==> src/rtl/shift_reg_sequencer_pkg.sv <==
// Shared encodings for the shift-register sequencer: opcodes, FSM states,
// datapath mode selects and small opcode classification helpers.
package shift_seq_pkg;

   typedef enum logic [2:0] {
      OP_LOAD = 3'd0,
      OP_SHR  = 3'd1,
      OP_SHL  = 3'd2,
      OP_ROTR = 3'd3,
      OP_ROTL = 3'd4
   } op_e;

   typedef enum logic [1:0] {
      ST_IDLE  = 2'd0,
      ST_LOAD  = 2'd1,
      ST_SHIFT = 2'd2,
      ST_DONE  = 2'd3
   } state_e;

   typedef enum logic [1:0] {
      SEL_HOLD = 2'b00,
      SEL_SHR  = 2'b01,
      SEL_SHL  = 2'b10,
      SEL_LOAD = 2'b11
   } sel_e;

   function automatic logic is_shift_op(logic [2:0] op);
      logic r;
      case (op)
         OP_SHR, OP_SHL, OP_ROTR, OP_ROTL: r = 1'b1;
         default:                          r = 1'b0;
      endcase
      return r;
   endfunction

   function automatic logic is_right_op(logic [2:0] op);
      return (op == OP_SHR) || (op == OP_ROTR);
   endfunction

endpackage

==> src/rtl/shift_reg_sequencer_if.sv <==
// Command handshake between a host-side FSM and the shift-register sequencer.
interface shift_reg_sequencer_if #(
   parameter int WIDTH = 4,
   parameter int AMT_W = 3
);
   logic             cmd_valid;
   logic             cmd_ready;
   logic [2:0]       cmd_op;
   logic [AMT_W-1:0] cmd_amt;
   logic [WIDTH-1:0] cmd_data;
   logic             cmd_fill;
   logic             abort;

   modport master (
      output cmd_valid, cmd_op, cmd_amt, cmd_data, cmd_fill, abort,
      input  cmd_ready
   );

   modport slave (
      input  cmd_valid, cmd_op, cmd_amt, cmd_data, cmd_fill, abort,
      output cmd_ready
   );
endinterface

==> src/rtl/shift_reg_sequencer_counter.sv <==
// Loadable down-counter tracking remaining shift cycles; last flags the
// final cycle (count == 1).
module shift_down_counter #(
   parameter int AMT_W = 3
) (
   input  logic             clk,
   input  logic             rst,
   input  logic             load,
   input  logic [AMT_W-1:0] load_val,
   input  logic             dec,
   output logic             last
);
   logic [AMT_W-1:0] cnt_d, cnt_q;

   // NOTE: every variable written here gets its default first, so no path
   // leaves it unassigned and no latch is inferred.
   always_comb begin
      cnt_d = cnt_q;
      if (load) begin
         cnt_d = load_val;
      end else if (dec && (cnt_q != '0)) begin
         cnt_d = cnt_q - 1'b1;
      end
   end

   // NOTE: state updates use non-blocking assignment so every flop samples
   // the pre-edge values regardless of statement order.
   always_ff @(posedge clk) begin
      if (!rst) begin
         cnt_q <= '0;
      end else begin
         cnt_q <= cnt_d;
      end
   end

   assign last = (cnt_q == AMT_W'(1));
endmodule

==> src/rtl/shift_reg_sequencer.sv <==
// Command-driven controller for a universal shift register: turns load,
// shift and rotate commands into per-cycle mode selects and serial inputs.
module shift_reg_sequencer
   import shift_seq_pkg::*;
#(
   parameter int WIDTH = 4,
   parameter int AMT_W = 3
) (
   input  logic                  clk,
   input  logic                  rst,
   shift_reg_sequencer_if.slave  cmd,
   input  logic [WIDTH-1:0]      q,
   output logic [1:0]            sel,
   output logic [WIDTH-1:0]      p_in,
   output logic                  serial_right,
   output logic                  serial_left,
   output logic                  busy,
   output logic                  done,
   output logic                  err
);
   state_e           state_d, state_q;
   logic [2:0]       op_d, op_q;
   logic [WIDTH-1:0] data_d, data_q;
   logic             fill_d, fill_q;
   logic             err_d, err_q;
   logic             cnt_load, cnt_dec, cnt_last;

   logic [1:0]       sel_c;
   logic             ready_c, sr_c, sl_c, busy_c, done_c, err_c;

   shift_down_counter #(.AMT_W(AMT_W)) u_cnt (
      .clk      (clk),
      .rst      (rst),
      .load     (cnt_load),
      .load_val (cmd.cmd_amt),
      .dec      (cnt_dec),
      .last     (cnt_last)
   );

   always_comb begin
      state_d  = state_q;
      op_d     = op_q;
      data_d   = data_q;
      fill_d   = fill_q;
      err_d    = err_q;
      cnt_load = 1'b0;
      cnt_dec  = 1'b0;
      case (state_q)
         ST_IDLE: begin
            // abort outranks cmd_valid so a cancelled host never starts work
            if (cmd.cmd_valid && !cmd.abort) begin
               op_d   = cmd.cmd_op;
               data_d = cmd.cmd_data;
               fill_d = cmd.cmd_fill;
               err_d  = 1'b0;
               if (cmd.cmd_op == OP_LOAD) begin
                  state_d = ST_LOAD;
               end else if (is_shift_op(cmd.cmd_op)) begin
                  if (cmd.cmd_amt != '0) begin
                     state_d  = ST_SHIFT;
                     cnt_load = 1'b1;
                  end else begin
                     state_d = ST_DONE;
                  end
               end else begin
                  state_d = ST_DONE;
                  err_d   = 1'b1;
               end
            end
         end
         ST_LOAD: begin
            state_d = cmd.abort ? ST_IDLE : ST_DONE;
         end
         ST_SHIFT: begin
            cnt_dec = 1'b1;
            if (cmd.abort) begin
               state_d = ST_IDLE;
            end else if (cnt_last) begin
               state_d = ST_DONE;
            end
         end
         ST_DONE: begin
            state_d = ST_IDLE;
            err_d   = 1'b0;
         end
         default: begin
            state_d = ST_IDLE;
         end
      endcase
   end

   always_ff @(posedge clk) begin
      if (!rst) begin
         state_q <= ST_IDLE;
         op_q    <= '0;
         data_q  <= '0;
         fill_q  <= 1'b0;
         err_q   <= 1'b0;
      end else begin
         state_q <= state_d;
         op_q    <= op_d;
         data_q  <= data_d;
         fill_q  <= fill_d;
         err_q   <= err_d;
      end
   end

   // Moore decode; only the rotate feedback bits look at q, which is itself a flop.
   always_comb begin
      sel_c   = SEL_HOLD;
      ready_c = 1'b0;
      sr_c    = 1'b0;
      sl_c    = 1'b0;
      busy_c  = 1'b0;
      done_c  = 1'b0;
      err_c   = 1'b0;
      case (state_q)
         ST_IDLE: begin
            ready_c = 1'b1;
         end
         ST_LOAD: begin
            sel_c  = SEL_LOAD;
            busy_c = 1'b1;
         end
         ST_SHIFT: begin
            busy_c = 1'b1;
            if (is_right_op(op_q)) begin
               sel_c = SEL_SHR;
               sr_c  = (op_q == OP_ROTR) ? q[0] : fill_q;
            end else begin
               sel_c = SEL_SHL;
               sl_c  = (op_q == OP_ROTL) ? q[WIDTH-1] : fill_q;
            end
         end
         ST_DONE: begin
            done_c = 1'b1;
            err_c  = err_q;
         end
         default: begin
            sel_c = SEL_HOLD;
         end
      endcase
   end

   // Reset is level-sensitive on the outputs so nothing leaks while rst is low.
   assign cmd.cmd_ready = rst & ready_c;
   assign sel           = rst ? sel_c : 2'b00;
   assign p_in          = rst ? data_q : '0;
   assign serial_right  = rst & sr_c;
   assign serial_left   = rst & sl_c;
   assign busy          = rst & busy_c;
   assign done          = rst & done_c;
   assign err           = rst & err_c;
endmodule
==> src/flat_wrapper.sv <==
// flat-port wrapper written by rule: the top's interface ports become plain ports
module shift_reg_sequencer_flat import shift_seq_pkg::*;
#(
   parameter int WIDTH = 4,
   parameter int AMT_W = 3
)
  (clk, rst, q, sel, p_in, serial_right, serial_left, busy, done, err, cmd_cmd_valid, cmd_cmd_op, cmd_cmd_amt, cmd_cmd_data, cmd_cmd_fill, cmd_abort, cmd_cmd_ready);
  shift_reg_sequencer_if #(.WIDTH(WIDTH), .AMT_W(AMT_W)) cmd_i ();
  input  logic clk;
  input  logic rst;
  input  logic [WIDTH-1:0] q;
  output logic [1:0] sel;
  output logic [WIDTH-1:0] p_in;
  output logic serial_right;
  output logic serial_left;
  output logic busy;
  output logic done;
  output logic err;
  input wire logic [$bits(cmd_i.cmd_valid)-1:0] cmd_cmd_valid;
  input wire logic [$bits(cmd_i.cmd_op)-1:0] cmd_cmd_op;
  input wire logic [$bits(cmd_i.cmd_amt)-1:0] cmd_cmd_amt;
  input wire logic [$bits(cmd_i.cmd_data)-1:0] cmd_cmd_data;
  input wire logic [$bits(cmd_i.cmd_fill)-1:0] cmd_cmd_fill;
  input wire logic [$bits(cmd_i.abort)-1:0] cmd_abort;
  output wire logic [$bits(cmd_i.cmd_ready)-1:0] cmd_cmd_ready;
  assign cmd_i.cmd_valid = cmd_cmd_valid;
  assign cmd_i.cmd_op = cmd_cmd_op;
  assign cmd_i.cmd_amt = cmd_cmd_amt;
  assign cmd_i.cmd_data = cmd_cmd_data;
  assign cmd_i.cmd_fill = cmd_cmd_fill;
  assign cmd_i.abort = cmd_abort;
  assign cmd_cmd_ready = cmd_i.cmd_ready;
  shift_reg_sequencer #(.WIDTH(WIDTH), .AMT_W(AMT_W)) u_core (.clk(clk), .rst(rst), .cmd(cmd_i), .q(q), .sel(sel), .p_in(p_in), .serial_right(serial_right), .serial_left(serial_left), .busy(busy), .done(done), .err(err));
endmodule
==> config.mk <==
export PLATFORM = sky130hd
export DESIGN_NAME = shift_reg_sequencer_flat
export DESIGN_NICKNAME = d
export VERILOG_FILES = /design/src/rtl/shift_reg_sequencer_pkg.sv /design/src/rtl/shift_reg_sequencer_if.sv /design/src/rtl/shift_reg_sequencer_counter.sv /design/src/rtl/shift_reg_sequencer.sv /design/src/flat_wrapper.sv
export SDC_FILE = /design/constraint.sdc
export NUM_CORES = 1
export LEC_CHECK = 0
export CAP_MARGIN = 10
export CORE_ASPECT_RATIO = 1.2
export CORE_UTILIZATION = 48
export CTS_BUF_LIST = sky130_fd_sc_hd__clkbuf_8 sky130_fd_sc_hd__clkbuf_16
export CTS_CLUSTER_DIAMETER = 120
export DETAILED_ROUTE_END_ITERATION = 7
export GPL_ROUTABILITY_DRIVEN = 0
export PLACE_DENSITY_LB_ADDON = 0.05
export SKIP_CTS_REPAIR_TIMING = 1
export SLEW_MARGIN = 10
export SYNTH_ARGS = -nofsm -noshare
export SYNTH_HDL_FRONTEND = slang
export SYNTH_HIERARCHICAL = 1
export SYNTH_SLANG_ARGS = --single-unit
==> constraint.sdc <==
create_clock -name clk -period 2.9 [get_ports clk]
set_input_delay 0.29 -clock clk [delete_from_list [all_inputs] [get_ports clk]]
set_output_delay 0.29 -clock clk [all_outputs]
set_load 0.02 [all_outputs]
; Word level (Yosys, flattened, before mapping)
; Cells that the tools add are included.
[word_totals]
regBits = 14
latch_bits = 0
ramBits = 0
mem_bits_ro = 0
in_bits = 19
out_inout_bits = 12
elab_cells = 79
mem_count = 0
[classes]
addsub = 1
n_mul = 0
div = 0
n_lt_le_gt_ge = 0
eq_ne = 13
shift = 0
n_mux = 38
bitwise_logic = 6
reduce_logical = 15
[op_table]
columns = operator, n
row1 = 1-bit two-way mux, 25
row2 = 2-bit two-way mux, 7
row3 = "3-bit by 1-bit == test with 1-bit output, second input constant", 3
row4 = "3-bit by 2-bit == test with 1-bit output, second input constant", 3
row5 = 2-bit case mux with 4 select lines, 1
row6 = 1-bit AND, 6
row7 = "3-bit == test, second input constant", 2
row8 = 3-bit two-way mux, 2
row9 = 2-bit AND reduction, 3
row10 = 3-bit nonzero test, 2
row11 = "2-bit == test, second input constant", 2
row12 = 4-bit two-way mux, 1
row13 = 2-bit case mux with 2 select lines, 1
row14 = 2-bit nonzero test, 2
row15 = 4-bit OR reduction, 1
row16 = 3-bit logical NOT, 1
row17 = "3-bit by 2-bit != test with 1-bit output, second input constant", 1
row18 = "3-bit by 1-bit subtractor with 3-bit output, second input constant", 1
row19 = "2-bit by 1-bit == test with 1-bit output, second input constant", 1
row20 = 1-bit logical AND, 2
row21 = 2-bit logical NOT, 1
row22 = "2-bit by 1-bit != test with 1-bit output, second input constant", 1
row23 = 1-bit case mux with 2 select lines, 1
row24 = 2-bit OR reduction, 1
row25 = 2 further kinds, 2

; Depth between registers and ports, before layout
; Gate-level depths: netlist (run 1).
[logic_depth]
ltp_word = 11
depth_mapped = 8
ltp_nobuf = 7

; Hierarchy
; The synthesis (run 1) kept the hierarchy.
[modules_own_cells]
columns = mod, n_inst, cells_each, area_each_um2, seq_area_each_um2
row1 = shift_reg_sequencer, 1, 88, 716.9, 220.2
row2 = shift_down_counter, 1, 26, 221.5, 60.1

; Worst setup path after synthesis (run 1)
; Ideal clock, no wire load.
[synth_timing]
kind = flip-flop to flip-flop
from = register u_core.state_q[0]
to = register u_core.u_cnt.cnt_q[0]
setup_ns = 0.078
t_arrival_ns = 1.607
t_required_ns = 2.822
path_slack_ns = 1.216
stages_incl_launch_ff = 9
n_path_buf = 1
synth_period_minus_slack_ns = 1.684
cell_sequence = dfxtp_1 inv_1 ha_1 nand3b_2 buf_6 nor2_1 inv_1 and4_2 nor3_1
[synth_between]
word_cells_on_any_way = 7
classes_between = eq/ne (1) / mux (3) / reduce/logical (3)
[synth_rtl]
columns = element, line_no
row1 = "start, declared", shift_reg_sequencer.sv:21  ; state_e state_d, state_q;
row2 = "start signal, assigned", shift_reg_sequencer.sv:100  ; state_q <= state_d;
row3 = 2-bit logical NOT *, shift_reg_sequencer.sv:48  ; case (state_q)
row4 = 1-bit two-way mux *, shift_reg_sequencer.sv:48
row5 = named net u_core.cnt_load, shift_reg_sequencer.sv:26  ; logic cnt_load, cnt_dec, cnt_last;
row6 = 3-bit two-way mux or 2-bit nonzero test (tied branches), --
row7 = "end signal, assigned", shift_reg_sequencer_counter.sv:32  ; cnt_q <= cnt_d;
row8 = "end, declared", shift_reg_sequencer_counter.sv:13  ; logic [AMT_W-1:0] cnt_d, cnt_q;
; Mark *: on every way through the listed nets, which the timed path passes. The rest lies on a longest branch.
; A chain may end at the register's enable or synchronous reset.

; Worst setup path after layout (run 1)
[layout_timing]
from = input port rst
to = output port serial_right
[layout_between]
elab_chain_cells = 1
[layout_lines]
columns = element, line_no
row1 = "start, declared", flat_wrapper.sv:10  ; input logic rst;
row2 = 1-bit AND, shift_reg_sequencer.sv:149  ; assign serial_right = rst & sr_c;
row3 = "end, declared", flat_wrapper.sv:14  ; output logic serial_right;
; Every way passes these cells.

==> metrics list, run 1 <==
- The flow ran to the end, and the final reports show no timing, DRC or antenna violations.
- For this block, the routed nets add up to 1980 um of wire.
- Number of vias in the routed layout: 855
- The die covers 0.00214 mm^2.
- In this run the worst hold path is classified as reg -> reg.
* Total core area: 0.00183 mm^2
- Largest cells by area after synthesis: sky130_fd_sc_hd__dfxtp_1, sky130_fd_sc_hd__ha_1, sky130_fd_sc_hd__nor2_1
- Summing all flip-flop and latch instances after layout gives 280 um^2.
- In this run the tool buffered the top-level ports with 28 buffer cells.
* Slew HR: 63.6%
- Data required time at the worst endpoint: 2610 ps
- Worst path max stage delay: 810 ps
- Number of nets produced by synthesis: 140
* Max Fanout on Critical Path: 21
- In the synthesized netlist the async set-or-reset flop fraction comes to 0%.
- Post-synth EDFFs: 0
- WL/cell: 12.2 um
- In this run the number of H-tree levels came out at 1.
- Flip-flop cell with the highest count after synthesis: sky130_fd_sc_hd__dfxtp_1
- Maximum capacitance violations: 0
- The die is 50.4 um tall.
- Number of antenna-violating nets in the routed design: 0
- For this design, the slowest cell found on the critical path is sky130_fd_sc_hd__clkdlybuf4s50_1.
- Final core utilization: 70.3%
- Peak supply drop: 0.000422 V
* Synth warnings: 6
- Final antenna diode count: 0
* Buffer type at the clock tree root: sky130_fd_sc_hd__clkbuf_8
- In the final layout, the share of cells above drive strength 1 is 11.8%.
* Leakage power: 0.526 nW
* Type of origin of the critical path: input pin
* Wire length of the first global-routing pass: 3370 um
* Unrepaired setup endpoints after global routing: no
* Capturing point of the worst reg2reg path: u_core/u_cnt/cnt_q[0]
- For this configuration, the core starts out at a cell density of 51.3%.
- Walking the worst path, the cells encountered are clkdlybuf4s50_1, nand2_1, nor3_1, clkdlybuf4s50_1.
- The design draws 0.860 mW.
* Overall fraction of global-route tracks in use: 20.2%
- Classification of the worst setup path: in -> out
- Leaving out fill and tap cells, the most frequent cell in the layout is sky130_fd_sc_hd__clkdlybuf4s50_1.
- TritonCTS clock tree: done
- Prior to clock tree synthesis, the placed netlist has a worst setup slack of 547 ps.
* Flop and latch count out of synthesis: 14
* Clock transition at the registers of the reported paths: 60 ps
* Number of standard cells after synthesis: 114
* Tmin final: 2350 ps
* Number of cells on the worst hold path: 2
- Fill cell total of the finished layout: 150
- Sequential elements use 29.9% of the synthesized area.
- Num ports: 31
* Synth cell types: 36
- The share of synthesized area in the top cell type comes to 29.9%.
* Slack of the worst reg-to-reg path: 800 ps
* Sinks on Clock Net: 14
- Achievable frequency: 0.425 GHz
- The number of global-route vias before repair is 860.
* Final std cells w/o fill: 163
- Drt via density: 5.25
* Maximum number of buffers from clock root to sink: 2
- The biggest area contributor in the post-synthesis netlist is sky130_fd_sc_hd__dfxtp_1.
- Once placement finished, the instance area stood at 0.00123 mm^2.
- Setup violations remaining at the end of the flow were counted as 0.
* Worst-case clock skew: 1.84 ps
* Total Neg Setup Slack: 0 ps
- For this run the aggregate overflow at the end of global routing stands at 0.
- Post-route clock period utilization: 81.2%
- The floorplan has 17 rows.
- Die width: 42.4 um
- Arrival time of the worst setup path: 2060 ps
- Capturing element type of the critical path: output port
* Area of the multi-input gates: 593 um^2
- Worst-skew pair later-pin latency: 240 ps
* Synthesized area: 938 um^2
- For this design the ratio of total power to cell area is 668 mW/mm^2.
* Final max-slew violation count: 0
* Final number of hold-violating endpoints: 0
* Net count of the finished layout: 171
* Final worst hold slack: 491 ps
- End of the critical path: serial_right
- Including well taps, the total number of placed cells is 159.
- For this block, the initial DRC count from the detailed router was 14.
- Pin count of the biggest net entering global routing: 22
* Depth of the worst register-to-register path: 7
- Synthesized area per cell: 8.23 um^2
- In the routed design, unresolved DRC markers number 0.
- Final Worst Setup Slack: 546 ps
- The pre-antenna-repair detailed-routing pass consisted of 4 iterations.
- Critical path origin: rst
- In the layout the commonest cells are sky130_fd_sc_hd__clkdlybuf4s50_1, sky130_fd_sc_hd__nor2_1, sky130_fd_sc_hd__dfxtp_1, sky130_fd_sc_hd__inv_1, sky130_fd_sc_hd__o21ai_0.
* Cell area after layout: 0.00129 mm^2
- The worst register-to-register path begins at u_core/state_q[1].
- Once detailed placement completed, the half-perimeter wirelength came to 1510 um.
* Most used cell, CP: sky130_fd_sc_hd__clkdlybuf4s50_1
- Actual transition at the worst max-transition pin: 545 ps
* Number of antenna violations at the first check in global routing: 0
* Syn-to-layout area delta: 37.1%
- Buffers inserted during clock tree synthesis total 3.
-- where the power goes --
part / internal [mW] / total (mW) / switching, mW / leakage [nW]
combinational: 0.186 / 0.407 / 0.222 / 0.383
clock: 0.120 / 0.187 / 0.0674 / 0.0288
sequential: 0.233 / 0.265 / 0.0323 / 0.115
-- cells by family after synthesis --
group	share of synthesized area (%)
adders and majority gates	9.33
AOI/OAI and AO/OA	18.9
buffers and inverters	6.93
and+or+nand+nor	29.6
DFF	29.9
muxes	5.33
-- sequential cells by signal (all words and copies together) (netlist names) --
name                flops
u_core/data_q           4
u_core/err_q            1
u_core/fill_q           1
u_core/op_q             3
u_core/state_q          2
u_core/u_cnt/cnt_q      3
-- cell usage after synthesis, types with 4 or more instances --
cell type and n:
sky130_fd_sc_hd__and2_1 6, sky130_fd_sc_hd__ha_1 7, sky130_fd_sc_hd__a21oi_1 4, sky130_fd_sc_hd__nor2b_1 4
sky130_fd_sc_hd__nand2_1 8, sky130_fd_sc_hd__mux2i_1 5, sky130_fd_sc_hd__inv_1 10, sky130_fd_sc_hd__o21ai_0 9
sky130_fd_sc_hd__dfxtp_1 14, sky130_fd_sc_hd__nor2_1 15
-- critical path: cells and delay by family --
kind          cells  cell delay, ps
simple gates      2             340
buf+inv           2            1430
-- area by class of cell --
class                           instances  area share, %
Tap cell                               19           1.85
Inverter                               11           3.60
Clock buffer                            4           4.28
Sequential cell                        14           21.8
Multi-Input combinational cell         86           46.1
Timing Repair Buffer                   29           22.4
-- worst min-delay path by stage --
stage | from | to | slack (ps)
after global placement | u_core/fill_q | u_core/fill_q | 480
after global routing | u_core/fill_q | u_core/fill_q | 540
after CTS | u_core/fill_q | u_core/fill_q | 500
after detailed placement | u_core/fill_q | u_core/fill_q | 490
final | u_core/fill_q | u_core/fill_q | 490
after floorplan | cmd_cmd_data[0] | u_core/data_q[0] | 410
-- per-layer routing --
layer	share of wire, %	GRT usage (%)	up-vias
met3	4.9	3.24	4
li1	-	-	449
met2	51	36.7	23
met5	0	0	-
met1	42	22.5	379
met4	1.5	9.90	0
Note: power is estimated with default switching activity, not from simulation.
==> inputs of run 2 (changes only) <==
- CORE_UTILIZATION: 48 -> 45
- clock period: 2.9 -> 2.3 ns (I/O delays scaled with it)
==> run 2 against run 1 <==
The run now ends with design-rule violations left. Clock-buffer cell count unchanged. Critical endpoint unchanged. Largest power group unchanged. Non-clock buffer count up 2. First-iteration DRC count up 79%. Largest cell class unchanged.
==> metrics list, run 2 (same netlist as run 1, synthesis figures left out) <==
- Path length in cells of the critical path: 5 (was 4)
* Wire length of the first global-routing pass: 3490 um (was 3370 um)
- Clock buffers created by TritonCTS: 3 (unchanged)
- Regs by FF count: u_core/data_q (4), u_core/op_q (3), u_core/u_cnt/cnt_q (3) (unchanged).
* Number of antenna-violating nets in the routed design: 0 (unchanged)
* Final number of hold-violating endpoints: 0 (unchanged)
- The post-detailed-route via-to-cell ratio was 5.31 (was 5.25).
- Classification of the worst setup path: reg -> out (was in -> out)
- The sum of internal, switching and leakage power came to 1.10 mW (was 0.860 mW).
- Most flops, register: u_core/data_q (unchanged)
- The largest fanout of any net on the critical path is 9 (was 21).
- Overall fraction of global-route tracks in use: 20.5% (was 20.2%)
* Syn-to-layout area delta: 38.7% (was 37.1%)
- Clock transition at the registers of the reported paths: 60 ps (about the same)
- The relative slew slack is 76.8% (was 63.6%).
* Initial core utilization: 49.6% (was 51.3%)
- Detailed-route wire length: 2030 um (was 1980 um)
- The total number of vias is 876 (was 855).
- The buffering stage count on the worst path with inverters included was 2 (unchanged).
- Worst hold path class: reg -> reg (unchanged)
* Arrival time of the worst setup path: 1940 ps (was 2060 ps)
- Tmin final: 2170 ps
- The wire length per cell after detailed routing was 12.3 um (was 12.2 um).
- The area of the die is 0.00227 mm^2 (was 0.00214 mm^2).
* Layout cell share with drive strength beyond 1: 13.0% (was 11.8%)
- Total Neg Setup Slack: 0 ps (unchanged)
- Buffer type at the clock tree root: sky130_fd_sc_hd__clkbuf_8 (unchanged)
* Cell Pwr Density: 844 mW/mm^2 (was 668 mW/mm^2)
- Worst path max stage delay: 630 ps (was 810 ps)
* Die height: 52.0 um (was 50.4 um)
- The area of placed instances was 0.00125 mm^2 (was 0.00123 mm^2).
- Final antenna diode count: 0 (unchanged)
- Cell family contributing the most delay on the critical path: buffers and inverters (unchanged)
- After layout, the worst path uses 94.3% of the clock period.
- The peak ir drop on the vdd network was 0.000516 V (was 0.000422 V).
- Unrepaired setup endpoints after global routing: no (unchanged)
* IO buf count: 28 (unchanged)
* Violated checks: design-rule violations
* Status: finished, violations left (was finished clean)
- Commonest cells after routing, fill and taps aside: sky130_fd_sc_hd__clkdlybuf4s50_1, sky130_fd_sc_hd__nor2_1, sky130_fd_sc_hd__dfxtp_1, sky130_fd_sc_hd__inv_1, sky130_fd_sc_hd__o21ai_0 (unchanged)
- Estimated wirelength of the detail-placed design: 1520 um (was 1510 um)
- Placement row count: 17 (unchanged)
- Iteration count of the initial detailed-routing pass: 6 (was 4)
- Maximum capacitance violations: 0 (unchanged)
- The slew at the pin with the worst max-slew slack came to 346 ps (was 545 ps).
- Final setup violation count: 0 (unchanged)
- Capturing element type of the critical path: output port (unchanged)
* Fill cell total of the finished layout: 175 (was 150)
- The number of H-tree levels was 1 (unchanged).
- Iteration-0 DRC Markers: 25 (was 14)
* Final worst hold slack: 498 ps (was 491 ps)
- The static leakage came to 0.535 nW (was 0.526 nW).
* Die width: 43.7 um (was 42.4 um)
- The category of the worst setup path launch point is a flop (was input pin).
* Worst-case clock skew: 0.519 ps (was 1.84 ps)
- DRC errors left: 3 (was 0)
- Sinks on Clock Net: 14 (unchanged)
* Pin count of the biggest net entering global routing: 13 (was 22)
* Max reg flops: 4 (unchanged)
* Maximum number of buffers from clock root to sink: 2 (unchanged)
- Static timing analysis puts the maximum clock frequency at 0.461 GHz.
- Net count of the finished layout: 173 (was 171)
* Total core area: 0.00189 mm^2 (was 0.00183 mm^2)
- Overflow after GRT: 0 (unchanged)
* Number of cells on the worst hold path: 2 (unchanged)
- Number of antenna violations at the first check in global routing: 0 (unchanged)
- The source-to-sink clock delay at the later pin of the worst-skew pair is 250 ps (was 240 ps).
- Cell area after layout: 0.00130 mm^2 (was 0.00129 mm^2)
- Leading cell type in the layout, fill and taps excluded: sky130_fd_sc_hd__clkdlybuf4s50_1 (unchanged)
- The CTS tree is done (unchanged).
* Depth of the worst register-to-register path: 7 (unchanged)
- Worst path slowest cell: sky130_fd_sc_hd__clkdlybuf4s50_1 (unchanged)
- The worst path required time came to 2070 ps (was 2610 ps).
* Number of global-route vias before repair: 873 (was 860)
- Worst path cell trace: inv_1, ha_1, nand2_1, nor3_1, clkdlybuf4s50_1 (was clkdlybuf4s50_1, nand2_1, nor3_1, clkdlybuf4s50_1).
* Num ports: 31 (unchanged)
* Final max-slew violation count: 0 (unchanged)
[run 2: worst min-delay path, stage by stage, from the launching register on]
cell	delay, ps
sky130_fd_sc_hd__dfxtp_1	330
sky130_fd_sc_hd__nand2_1	60
sky130_fd_sc_hd__a21boi_1	50
[run 2: area by class of cell]
class                           count  area [um^2]  share of cell area [%]
Clock buffer                        4         55.1                    4.23
Timing Repair Buffer               31          303                    23.3
Tap cell                           19         23.8                    1.83
Inverter                           11         46.3                    3.56
Multi-Input combinational cell     86          593                    45.6
Sequential cell                    14          280                    21.5
[run 2: per-stage QoR]
stage	setup slack, ps	utilization (%)	instances
floorplan	616	-	114
global placement	215	65.8	161
detailed placement	205	65.8	161
CTS	128	68.7	165
global route	11.7	68.7	165
finish	132	68.7	165
[run 2: final timing paths]
| path | start | to | slack, ps |
|---|---|---|---|
| max reg2reg | u_core/state_q[0] | u_core/u_cnt/cnt_q[0] | 510 |
| min reg2reg | u_core/fill_q | u_core/fill_q | 500 |
| min | u_core/fill_q | u_core/fill_q | 500 |
| max | u_core/state_q[0] | serial_right | 130 |
[run 2: routing by layer]
metal	share of wire, %	global-route usage, %	vias up
li1	-	-	448
met1	45	22.8	395
met2	48	36.3	27
met3	5.0	2.43	6
met4	2.1	12.5	0
met5	0	0	-
[run 2: power breakdown]
part / switching (mW) / total [mW] / internal, mW
Sequential: 0.0391 / 0.332 / 0.293
Combinational: 0.284 / 0.523 / 0.240
Clock: 0.0912 / 0.243 / 0.152
